`config.mk`:
```
export PLATFORM = sky130hd
export DESIGN_NAME = seq_detector_n
export DESIGN_NICKNAME = d
export VERILOG_FILES = /design/src/rtl/seq_detector_n.sv
export SDC_FILE = /design/constraint.sdc
export NUM_CORES = 1
export LEC_CHECK = 0
export BUFFER_PORTS_ARGS = -buffer_cell sky130_fd_sc_hd__buf_2
export CORE_AREA = 4 4 41 43
export DETAILED_ROUTE_END_ITERATION = 7
export DIE_AREA = 0 0 45 47
export PLACE_DENSITY = 0.74
export SLEW_MARGIN = 30
export SYNTH_ARGS = -nofsm -noshare
export SYNTH_HDL_FRONTEND = slang
export SYNTH_SLANG_ARGS = --single-unit
```
`constraint.sdc`:
```
create_clock -name CLK -period 4.9 [get_ports CLK]
set_input_delay 0.49 -clock CLK [delete_from_list [all_inputs] [get_ports CLK]]
set_output_delay 0.49 -clock CLK [all_outputs]
set_load 0.005 [all_outputs]
```
`src/rtl/seq_detector_n.sv`:
```
// Purpose : Moore serial detector for a WIDTH-bit PATTERN with overlap select and a saturating match counter.
// Latency : F and match_cnt update on the edge that consumes the final pattern bit and are visible the next cycle.
// Backpr. : none; en=0 stalls the bit stream, holding S, F and match_cnt, and x is ignored.
//
// Ports:
//   CLK       rising-edge clock
//   RESET     synchronous active-low reset (clears S and match_cnt)
//   en        bit valid; x consumed only when high
//   x         serial data bit, PATTERN[WIDTH-1] expected first
//   overlap   1 = reuse the matched suffix, 0 = restart after a match
//   clr_cnt   synchronous clear of match_cnt, wins over a same-edge match
//   F         match flag, high iff S == WIDTH
//   S         number of pattern prefix bits currently matched (0..WIDTH)
//   match_cnt saturating count of completed matches
module seq_detector_n #(
    parameter int               WIDTH   = 4,
    parameter logic [WIDTH-1:0] PATTERN = 4'b1011,
    parameter int               CNT_W   = 8,
    parameter int               SW      = $clog2(WIDTH + 1)
) (
    input  logic             CLK,
    input  logic             RESET,
    input  logic             en,
    input  logic             x,
    input  logic             overlap,
    input  logic             clr_cnt,
    output logic             F,
    output logic [SW-1:0]    S,
    output logic [CNT_W-1:0] match_cnt
);

    localparam int               NSTATE  = WIDTH + 1;
    localparam int               TBL_W   = 2 * NSTATE * SW;
    localparam logic [SW-1:0]    S_FULL  = SW'(WIDTH);
    localparam logic [CNT_W-1:0] CNT_MAX = {CNT_W{1'b1}};

    // KMP transition table, built once from PATTERN. Entry (s, b) holds the
    // longest pattern prefix that is a suffix of "first s pattern bits, then b".
    // The last s consumed bits are known to equal that prefix, so no bit
    // history needs to be stored. Entries are packed as SW-bit fields at
    // index 2*s + b.
    function automatic logic [TBL_W-1:0] build_tbl();
        logic [TBL_W-1:0] tbl;
        int               best;
        logic             ok;
        tbl = '0;
        for (int s = 0; s <= WIDTH; s++) begin
            for (int b = 0; b < 2; b++) begin
                best = 0;
                for (int k = 1; k <= WIDTH; k++) begin
                    if (k <= s + 1) begin
                        // new bit must equal pattern bit k-1 (time order)
                        ok = (PATTERN[WIDTH-k] == b[0]);
                        // the k-1 bits before it are pattern positions s-k+1 .. s-1
                        for (int j = 0; j < k - 1; j++) begin
                            if (PATTERN[WIDTH-1-(s-k+1+j)] != PATTERN[WIDTH-1-j]) begin
                                ok = 1'b0;
                            end
                        end
                        if (ok) begin
                            best = k;
                        end
                    end
                end
                tbl[(2*s+b)*SW +: SW] = SW'(best);
            end
        end
        return tbl;
    endfunction

    localparam logic [TBL_W-1:0] NXT = build_tbl();

    logic [SW-1:0]    s_cur;
    logic [SW-1:0]    s_lkp;
    logic [SW-1:0]    s_nxt;
    logic [CNT_W-1:0] cnt_nxt;

    always_comb begin
        s_cur   = S;
        s_lkp   = '0;
        s_nxt   = S;
        cnt_nxt = match_cnt;

        // Non-overlapping mode discards the matched bits: leaving the full
        // state behaves exactly like starting from state 0.
        if (S == S_FULL && !overlap) begin
            s_cur = '0;
        end

        for (int i = 0; i < NSTATE; i++) begin
            if (s_cur == SW'(i)) begin
                s_lkp = x ? NXT[(2*i+1)*SW +: SW] : NXT[(2*i)*SW +: SW];
            end
        end

        if (en) begin
            s_nxt = s_lkp;
            if (s_lkp == S_FULL && match_cnt != CNT_MAX) begin
                cnt_nxt = match_cnt + CNT_W'(1);
            end
        end

        // clear acts with or without en and beats a same-edge match
        if (clr_cnt) begin
            cnt_nxt = '0;
        end
    end

    always_ff @(posedge CLK) begin
        if (!RESET) begin
            S         <= '0;
            match_cnt <= '0;
        end else begin
            S         <= s_nxt;
            match_cnt <= cnt_nxt;
        end
    end

    // Moore output: decoded from the state register only
    assign F = (S == S_FULL);

endmodule

```
==> impl_metrics.tcl <==
set metrics [dict create \
    drive_gt1_frac 0.264 \
    cts_buffers 3 \
    ys_ff_latch 11 \
    core_sq_um 1300 \
    r2r_slack_ps 3250 \
    synthDistinctLibCells 29 \
    hold_buffers 0 \
    post-route-period-util 0.336 \
    drc 0 \
    worstPathRequired_ps 5090 \
    vias_per_cell 5.26 \
    drv_slew 0 \
    cap_violations 0 \
    r2r_end "match_cnt[5]" \
    wl_per_cell_um 11.4 \
    yosys.cell_count.top_type "dfxtp_1" \
    syn2layout_area_growth_pct 21.7 \
    synth_area_leaders "dfxtp_1 38%, a21oi_1 5.2%, nor2b_1 4.3%, nand3b_4 3.4%, nor4bb_1 3.4%" \
    power_density_nw_per_um2 230 \
    critPathLaunchType "flip-flop" \
    boundaryPins 18 \
    crit_chain "ha_1 -> and3_1 -> a211o_1 -> or3_1 -> a21oi_1" \
    cts_resized 0 \
    endpoint "match_cnt[5]" \
    hold_path_class "in -> reg" \
    fin_ws_ps 3250 \
    vias 537 \
    wl_mm 1.16 \
    synth_nets 74 \
    grt_use_total 0.121 \
    die_x_um 45 \
    slew_headroom 0.693 \
    synth_edf_count 0 \
    grt_max_degree 9 \
    final_hold_viol_count 0 \
    grt_pass1_vias 450 \
    grt.overflow.total 0 \
    crit_start "match_cnt[0]" \
    ant_nets 0 \
    finalWeightedCongestion 0.731 \
    clkTransAtPathRegs_ps 70 \
    postCtsSetupRepairBufs 0 \
    post-dp-hpwl_um 900 \
    setup_violations 0 \
    cts_buffer_depth 2 \
    drt_iter0_markers 15 \
    path_depth 5 \
    fin_skew_ps 6.17 \
    h-tree-depth 1 \
    avgSynthCellArea_sq_um 8.68 \
    antenna_cells 0 \
    synth_ff_type "dfxtp_1" \
    final.setup.tns_ps 0 \
    cp_slowest_stage_delay_ps 360 \
    yosys_warnings 0 \
    synth_area_sq_um 582 \
    core.rowCount 13 \
    synth_top_area_share 0.378 \
    ys_seq_area_frac 0.378 \
    port_buffers 17 \
    die_h_um 47 \
    worst_ir_drop_vdd_mv 0.158 \
    path_buf_inv 0 \
    start_util 0.447 \
    worstPathArrival_ps 1840 \
    antenna_found_initial 0 \
    cp_max_fo 6 \
    dpl_worst_slack_ps 3260 \
    synthTopCellsByCount "11 x dfxtp_1, 6 x a21oi_1, 5 x nor2_1" \
    cts.sinks 11 \
    synthCells 67 \
    n_fill_cell 133 \
    r2r_cells 5 \
    async_flop_share 0 \
    critical_path_class "reg -> reg" \
    fmaxAchievable_mhz 607 \
    reg2reg_from "match_cnt[0]" \
    leakage_nw 0.300 \
    drtPass1Iterations 4 \
    dieArea_sq_um 2120 \
    cts_tree "built" \
    fin_nets 95 \
    yosysTopAreaCell "dfxtp_1" \
    cts_root_buf "clkbuf_4" \
    worstSetupEndpointType "flip-flop" \
    grt_pass1_wl_mm 1.88 \
    worst_pin_slew_ps 454 \
    rsz0062_at_grt "false" \
    outcome "complete, no violations" \
    clk_latency_ps 260 \
    crit_family "simple AND/OR/NAND/NOR gates" \
    layout_min_cycle_time_ps 1650 \
    critPathSlowestCell "or3_1" \
]
==> kinds of logic after synthesis <==
| family | count (synthesis) | synth area share |
|---|---|---|
| adders and majority gates | 1 | 0.0215 |
| and+or+nand+nor | 32 | 0.344 |
| xor gates and xnor gates | 2 | 0.0301 |
| buffers and inverters | 3 | 0.0194 |
| muxes | 1 | 0.0172 |
| DFF | 11 | 0.378 |
| AOI/OAI and AO/OA | 17 | 0.189 |
==> stage by stage <==
stage                     hold WS, ps  instance area, sq um  utilization  std cells   power, W
after floorplan                   491                   582            -         67  0.0000985
after global placement            503                   682        0.524         98   0.000103
after detailed placement          506                   682        0.524         98   0.000104
after CTS                         477                   708        0.544        102   0.000166
after global routing              480                   708        0.544        102   0.000173
final                             480                   708        0.544        102   0.000163
==> per-layer routing <==
layer / routed length, um / GRT usage / part of all wire / vias up
met5: 0 / 0 / 0 / -
met3: 37 / 0.0230 / 0.032 / 2
li1: - / - / - / 289
met1: 595 / 0.170 / 0.51 / 239
met2: 519 / 0.172 / 0.45 / 7
met4: 6 / 0.0702 / 0.0052 / 0
==> power by group <==
part | internal (W) | switching [W]
Sequential | 0.0000901 | 0.00000138
Clock | 0.0000314 | 0.0000299
Combinational | 0.00000448 | 0.00000536
Total | 0.000126 | 0.0000366
==> worst min-delay path by stage <==
stage	cells after the start	startpoint	endpoint
detailed placement	2	match_cnt[7]	match_cnt[7]
CTS	2	RESET	S[2]
finish	2	RESET	S[2]
global route	2	RESET	S[1]
global placement	2	match_cnt[7]	match_cnt[7]
floorplan	2	match_cnt[5]	match_cnt[5]
==> cell usage in the layout, fill, tap and decap left out <==
| cell | Yosys | final |
|---|---|---|
| a211o_1 | 1 | 1 |
| a211oi_1 | 2 | 2 |
| a211oi_2 | 1 | 1 |
| a21oi_1 | 6 | 6 |
| a31o_2 | 1 | 1 |
| and2_1 | 2 | 2 |
| and3_1 | 2 | 2 |
| and4_1 | 1 | 1 |
| buf_2 | 0 | 17 |
| clkbuf_1 | 0 | 1 |
| clkbuf_4 | 0 | 3 |
| dfxtp_1 | 11 | 11 |
| ha_1 | 1 | 1 |
| inv_1 | 2 | 2 |
| mux2i_1 | 1 | 1 |
| nand2_1 | 4 | 4 |
| nand2b_1 | 2 | 2 |
| nand3_1 | 2 | 2 |
| nand3b_4 | 1 | 1 |
| nand4_1 | 1 | 1 |
| nor2_1 | 5 | 5 |
| nor2b_1 | 4 | 4 |
| nor3_1 | 1 | 1 |
| nor4_1 | 1 | 1 |
| nor4b_1 | 1 | 1 |
| nor4bb_1 | 2 | 2 |
| o21ai_0 | 4 | 4 |
| o22ai_1 | 1 | 1 |
| o31a_1 | 1 | 1 |
| or3_1 | 3 | 3 |
| xnor2_1 | 2 | 2 |
==> state kept, by name (all words and copies together) (netlist names) <==
register,cells
S,3
match_cnt,8
==> layout make-up <==
cell class	instances	area [sq um]	share of cell area
Multi-Input combinational cell	53	350	0.495
Sequential cell	11	220	0.311
Timing Repair Buffer	17	85.1	0.120
Clock buffer	4	26.3	0.0371
Tap cell	15	18.8	0.0265
Inverter	2	7.51	0.0106
Power figures use the tool's default switching activity.
